==> src/rtl/square_move_ctrl.sv <==
// square_move_ctrl: button-driven motion controller for the start-screen square.
// Buttons are synchronized and debounced. The position then moves once per frame,
// at the start of vertical blanking, with a slow-then-fast acceleration profile.
// Optional macro SQUARE_WRAP_EN makes the square wrap around the screen edges
// instead of stopping at them.
module square_move_ctrl #(
   parameter int HRES            = 640,
   parameter int VRES            = 480,
   parameter int SQUARE_SIZE     = 16,
   parameter int DEBOUNCE_CYCLES = 250000,
   parameter int STEP_SLOW       = 1,
   parameter int STEP_FAST       = 4,
   parameter int HOLD_FRAMES     = 30
) (
   input  logic       clk,
   input  logic       reset_n,
   input  logic       btn_left,
   input  logic       btn_right,
   input  logic       btn_up,
   input  logic       btn_down,
   input  logic [9:0] x,
   input  logic [9:0] y,
   output logic [9:0] pos_x,
   output logic [9:0] pos_y,
   output logic       frame_tick,
   output logic       moving
);

   localparam int MAX_X  = HRES - SQUARE_SIZE;
   localparam int MAX_Y  = VRES - SQUARE_SIZE;
   localparam int DB_W   = $clog2(DEBOUNCE_CYCLES + 1);
   localparam int HOLD_W = $clog2(HOLD_FRAMES + 1);

   localparam logic signed [10:0] LIM_X = 11'(MAX_X);
   localparam logic signed [10:0] LIM_Y = 11'(MAX_Y);

   typedef enum logic [1:0] {
      IDLE,
      MOVE_SLOW,
      MOVE_FAST
   } state_t;

   // Bit order: 0 = left, 1 = right, 2 = up, 3 = down
   logic [3:0]      btn_raw;
   logic [3:0]      sync1;
   logic [3:0]      sync2;
   logic [3:0]      deb;
   logic [DB_W-1:0] db_cnt [4];

   state_t              state;
   state_t              state_nx;
   logic [HOLD_W-1:0]   hold;
   logic [HOLD_W-1:0]   hold_nx;
   logic signed [1:0]   dir_x;
   logic signed [1:0]   dir_y;
   logic signed [1:0]   dir_x_nx;
   logic signed [1:0]   dir_y_nx;
   logic signed [1:0]   dx;
   logic signed [1:0]   dy;
   logic                do_step;
   logic                step_fast;
   logic [9:0]          pos_x_nx;
   logic [9:0]          pos_y_nx;

   assign btn_raw = {btn_down, btn_up, btn_right, btn_left};

   // Adds one signed step to an axis and then clamps or wraps the result into 0..lim.
   function automatic logic [9:0] step_axis(input logic [9:0] p,
                                            input logic signed [1:0] d,
                                            input logic fast,
                                            input logic signed [10:0] lim);
      logic signed [10:0] mag;
      logic signed [10:0] delta;
      logic signed [10:0] sum;
      mag   = fast ? 11'(STEP_FAST) : 11'(STEP_SLOW);
      delta = '0;
      if (d > 2'sd0)
         delta = mag;
      else if (d < 2'sd0)
         delta = -mag;
      sum = $signed({1'b0, p}) + delta;
`ifdef SQUARE_WRAP_EN
      if (sum < 0)
         sum = sum + (lim + 11'sd1);
      else if (sum > lim)
         sum = sum - (lim + 11'sd1);
`else
      if (sum < 0)
         sum = '0;
      else if (sum > lim)
         sum = lim;
`endif
      return sum[9:0];
   endfunction

   // Two-flop synchronizer for the asynchronous button inputs
   always_ff @(posedge clk or negedge reset_n) begin
      if (!reset_n) begin
         sync1 <= '0;
         sync2 <= '0;
      end else begin
         sync1 <= btn_raw;
         sync2 <= sync1;
      end
   end

   // Per-button debounce: accept a new level only after it has been stable for DEBOUNCE_CYCLES
   always_ff @(posedge clk or negedge reset_n) begin
      if (!reset_n) begin
         deb <= '0;
         for (int unsigned i = 0; i < 4; i++)
            db_cnt[i] <= '0;
      end else begin
         for (int unsigned i = 0; i < 4; i++) begin
            if (sync2[i] == deb[i]) begin
               db_cnt[i] <= '0;
            end else if (db_cnt[i] == DB_W'(DEBOUNCE_CYCLES - 1)) begin
               deb[i]    <= sync2[i];
               db_cnt[i] <= '0;
            end else begin
               db_cnt[i] <= db_cnt[i] + DB_W'(1);
            end
         end
      end
   end

   // Frame tick at the first pixel of vertical blanking, suppressed while in reset
   always_comb begin
      frame_tick = reset_n && (x == 10'd0) && (y == 10'(VRES));
   end

   // Direction vector from the debounced levels; opposing buttons cancel each other
   always_comb begin
      dx = 2'sd0;
      dy = 2'sd0;
      if (deb[1] && !deb[0])
         dx = 2'sd1;
      else if (deb[0] && !deb[1])
         dx = -2'sd1;
      if (deb[3] && !deb[2])
         dy = 2'sd1;
      else if (deb[2] && !deb[3])
         dy = -2'sd1;
   end

   // Next-state, hold counter and step selection, evaluated only on frame_tick
   always_comb begin
      state_nx  = state;
      hold_nx   = hold;
      dir_x_nx  = dir_x;
      dir_y_nx  = dir_y;
      do_step   = 1'b0;
      step_fast = 1'b0;
      if (frame_tick) begin
         unique case (state)
            IDLE: begin
               if (dx != 2'sd0 || dy != 2'sd0) begin
                  do_step  = 1'b1;
                  hold_nx  = HOLD_W'(1);
                  dir_x_nx = dx;
                  dir_y_nx = dy;
                  state_nx = MOVE_SLOW;
               end
            end
            MOVE_SLOW: begin
               if (dx == 2'sd0 && dy == 2'sd0) begin
                  hold_nx  = '0;
                  state_nx = IDLE;
               end else if (dx != dir_x || dy != dir_y) begin
                  do_step  = 1'b1;
                  hold_nx  = HOLD_W'(1);
                  dir_x_nx = dx;
                  dir_y_nx = dy;
               end else begin
                  do_step = 1'b1;
                  if (hold != HOLD_W'(HOLD_FRAMES))
                     hold_nx = hold + HOLD_W'(1);
                  if (hold_nx == HOLD_W'(HOLD_FRAMES))
                     state_nx = MOVE_FAST;
               end
            end
            MOVE_FAST: begin
               if (dx == 2'sd0 && dy == 2'sd0) begin
                  hold_nx  = '0;
                  state_nx = IDLE;
               end else if (dx != dir_x || dy != dir_y) begin
                  do_step  = 1'b1;
                  hold_nx  = HOLD_W'(1);
                  dir_x_nx = dx;
                  dir_y_nx = dy;
                  state_nx = MOVE_SLOW;
               end else begin
                  do_step   = 1'b1;
                  step_fast = 1'b1;
               end
            end
            default: state_nx = IDLE;
         endcase
      end
   end

   // Candidate position for this frame; each axis is limited independently
   always_comb begin
      pos_x_nx = pos_x;
      pos_y_nx = pos_y;
      if (do_step) begin
         pos_x_nx = step_axis(pos_x, dx, step_fast, LIM_X);
         pos_y_nx = step_axis(pos_y, dy, step_fast, LIM_Y);
      end
   end

   // Motion state and position registers; they change only on frame_tick edges
   always_ff @(posedge clk or negedge reset_n) begin
      if (!reset_n) begin
         state <= IDLE;
         hold  <= '0;
         dir_x <= 2'sd0;
         dir_y <= 2'sd0;
         pos_x <= 10'(MAX_X / 2);
         pos_y <= 10'(MAX_Y / 2);
      end else begin
         state <= state_nx;
         hold  <= hold_nx;
         dir_x <= dir_x_nx;
         dir_y <= dir_y_nx;
         pos_x <= pos_x_nx;
         pos_y <= pos_y_nx;
      end
   end

   // Moving flag follows the registered state
   always_comb begin
      moving = (state != IDLE);
   end

endmodule

==> config.mk <==
export PLATFORM = sky130hd
export DESIGN_NAME = square_move_ctrl
export DESIGN_NICKNAME = d
export VERILOG_FILES = /design/src/rtl/square_move_ctrl.sv
export SDC_FILE = /design/constraint.sdc
export NUM_CORES = 1
export LEC_CHECK = 0
export BUFFER_PORTS_ARGS = -buffer_cell sky130_fd_sc_hd__buf_2
export CAP_MARGIN = 10
export CORE_MARGIN = 2
export CORE_UTILIZATION = 65
export CTS_CLUSTER_DIAMETER = 120
export DETAILED_ROUTE_END_ITERATION = 8
export PLACE_DENSITY_LB_ADDON = 0.1
export SYNTH_ARGS = -nofsm -noshare
export SYNTH_HDL_FRONTEND = slang
export SYNTH_SLANG_ARGS = --single-unit
==> constraint.sdc <==
create_clock -name clk -period 8.6 [get_ports clk]
set_clock_uncertainty 0.1 [all_clocks]
set_input_delay 0 -clock clk [delete_from_list [all_inputs] [get_ports clk]]
set_output_delay 0 -clock clk [all_outputs]
set_load 0.02 [all_outputs]
==> key figures <==
Place
  • Post-DP HPWL: 9160 um
  • GPL Wtd Cong: 0.884
  • Port-buffer cells: 47
  • Placed Instances: 858
  • Placement Cell Area: 6830 um^2

CTS
  • Worst-Skew Late Latency: 0.52 ns
  • Inserted Clock Buffers: 17
  • CTS resizes: 0
  • Clk buf depth: 2
  • Clock-pin slew on the worst setup and hold paths: 0.06 ns
  • CTS HTree Levels: 4
  • Clk sinks: 115
  • CTS tree: done
  • Root Buffer: clkbuf_8

Timing
  • Fin Setup TNS: 0 ns
  • Worst Tran Pin Value: 0.838 ns
  • Slew HR: 44.1%
  • Final setup violation count: 0
  • Final Hold Fails: 0
  • RSZ-0062 raised after global routing: no
  • FMAX: 223 MHz
  • Crit path time final: 4.49 ns
  • Max Transition Viols Final: 0
  • Period utilisation layout: 52.2%

Setup path
  • CP arrival: 4.81 ns
  • Worst setup SP type: register
  • Crit Path Class: reg -> reg
  • CP endpoint kind: register
  • Crit-path max FO: 12
  • Worst EP required: 8.92 ns

Global route
  • First-pass GRT wire length: 23500 um
  • GRT Util Overall: 27.0%
  • Largest net degree at the start of global routing: 71
  • Antenna violations before repair: 0
  • Number of global-route vias before repair: 5055
  • Overflow after GRT: 0

Drt
  • Antenna-violating nets left: 0
  • Number of iterations in the first detailed-routing pass: 9
  • Vias: 5244
  • Mean routed wirelength per cell: 15.2 um
  • DR DRC count: 1
  • Via density: 5.87
  • Iter 0 DRT Violations: 349
  • Detailed-route wire length: 13600 um

Finish
  • Share of cells above drive strength 1: 13.3%
  • Fillcell total: 637
  • Multi-input logic area: 3430 um^2
  • Cell Count, Final, Fillers Out: 893
  • Area growth from synthesis to layout: 15.1%
  • Final nets: 812
  • Seq. cell area: 2890 um^2
  • Layout Utilization: 76.5%
  • # diodes: 0
  • Design area: 7440 um^2

Pwr
  • Peak supply drop: 0.189 mV
  • Tot Pwr: 1.23 mW
  • Lkg Pwr: 3.50 nW
  • PwrDens: 165 nW/um^2

Floorplanning
  • Total core area: 9730 um^2
  • Die X: 104 um
  • Full die area: 10800 um^2
  • Rows: 36
  • Initial Utilization: 66.4%
  • IO Pins: 48
  • Die Height: 104 um

Yosys
  • Most used DFF post-synth: dfrtp_1
  • Synth Warn #: 0
  • Async SR Flop Fraction: 100%
  • Cells after Synth: 688
  • Number of flops mapped to enable cells by yosys: 0
  • Syn Nets: 750
  • Sequential-to-total area share from yosys stat: 44.7%
  • Netlist cell types: 53
  • Post-Syn Area: 6460 um^2
  • FF+latch count, synth: 115
  • Syn_area_per_cell: 9.40 um^2

Min path
  • Worst hold path class: in -> async

Outcome
  • Status: finished with violations
  • Failing checks: DRC

Run
  • MaxCap Viol Count: 0
-- stage by stage --
step | hold WS (ns) | worst slack, ns
4_1_cts | 0.00460 | 4.12
3_3_place_gp | -0.0742 | 4.38
2_1_floorplan | -0.396 | 4.82
5_1_grt | 0.00803 | 3.71
6_report | 0.00977 | 4.11
3_5_place_dp | -0.0605 | 4.16
-- power breakdown --
| part | switching (mW) | internal [mW] |
|---|---|---|
| logic | 0.0215 | 0.0119 |
| clock network | 0.244 | 0.401 |
| registers | 0.00437 | 0.548 |
-- final timing paths --
path,startpoint,slack (ns),end,cells past startpoint
worst min register to register,sync1[1]$_DFF_PN0_,0.25,sync2[1]$_DFF_PN0_,0
worst min-delay path,reset_n,0.01,pos_x[3]$_DFFE_PN1P_,2
worst max-delay path,deb[3]$_DFFE_PN0P_,4.11,pos_x[3]$_DFFE_PN1P_,15
max in group asynchronous,reset_n,7.52,db_cnt[61]$_DFF_PN0_,3
worst max register to register,deb[3]$_DFFE_PN0P_,4.11,pos_x[3]$_DFFE_PN1P_,15
min in group clk,y[1],0.02,dir_y[0]$_DFFE_PN0P_,6
-- cell usage in the layout (no fill, tap or decap), types with 6 or more instances in the layout --
cell type  instances
nand2_1           57
dfstp_2            8
o31ai_1            9
and3_1            15
clkbuf_16         16
nor3_1            14
nand3_1           49
ha_1              34
nand3b_1           8
o21ai_0           20
nor2_1           113
inv_1             28
mux2_2             6
dfrtp_1          107
xnor2_1           39
or3_1              6
nor4_1            11
a21o_1             7
xor2_1            47
nand2b_1           9
nand4_1           11
buf_2             46
a21oi_1           16
-- worst max-delay path, stage by stage, from the launching register on --
cell,delay (ns)
dfrtp_1,0.42
inv_1,0.08
ha_1,0.44
xor2_1,0.14
nor4_1,0.45
nand3_1,0.19
nor2_1,0.35
or2_2,0.21
inv_1,0.04
ha_1,0.26
a21o_1,0.13
nand4_1,0.21
a31o_2,0.26
a311oi_1,0.63
nor2_1,0.22
o31ai_1,0.26
-- Yosys cell counts (5+ instances only) --
cell type  instances  area share (%)
nor2_1           113             6.6
dfrtp_1          107              41
nand2_1           57             3.3
nand3_1           49             3.8
xor2_1            47             6.4
xnor2_1           39             5.3
ha_1              34             6.6
inv_1             28             1.6
o21ai_0           20             1.5
a21oi_1           16             1.2
and3_1            15             1.5
nor3_1            14             1.1
nand4_1           11             1.1
nor4_1            11             1.1
nand2b_1           9            0.87
o31ai_1            9             1.0
clkbuf_1           8            0.46
dfstp_2            8             3.3
nand3b_1           8            0.93
a21o_1             7            0.81
mux2_2             6             1.0
or3_1              6            0.58
nor2b_1            5            0.48
nor4b_1            5            0.68
-- layer usage --
| metal | wire length (um) | up-vias | track usage [%] |
|---|---|---|---|
| met1 | 5960 | 2551 | 35.3 |
| met2 | 6760 | 142 | 44.3 |
| met3 | 602 | 33 | 6.86 |
| met5 | 0 | - | 0 |
| li1 | - | 2518 | - |
| met4 | 240 | 0 | 8.98 |
-- cell type report --
type,count,share of cell area [%]
clock buffers,21,6.17
clock inverters,8,1.09
inverters,28,1.41
multi-input cells,534,46.0
flip-flops and latches,115,38.8
well taps,133,2.24
repair buffers,54,4.24
-- what timing repair did --
action | 4_1_cts | 5_1_grt
setup buffers | 0 | 0
hold endpoints to repair | 49 | 0
hold buffers | 6 | 0
-- cell families (layout without fill, tap and decap cells) --
kind of cell             after synthesis  in the layout  synth area share (%)
multiplexers                           9              9                  1.51
AND/OR/NAND/NOR                      316            316                  23.4
AO/OA/AOI/OAI                         87             87                  9.21
adder cells (fa/ha/maj)               36             36                  7.20
flip-flops                           115            115                  44.7
XOR/XNOR                              86             86                  11.7
buffers and inverters                 39            111                  2.32
-- state kept, by name, summed over array words and instances (netlist names) --
signal and flops:
sync2 4, pos_x 10, hold 5, db_cnt 72
dir_x 2, deb 4, state 2, dir_y 2
sync1 4, pos_y 10
No activity file was read; power rests on OpenSTA's default activity.
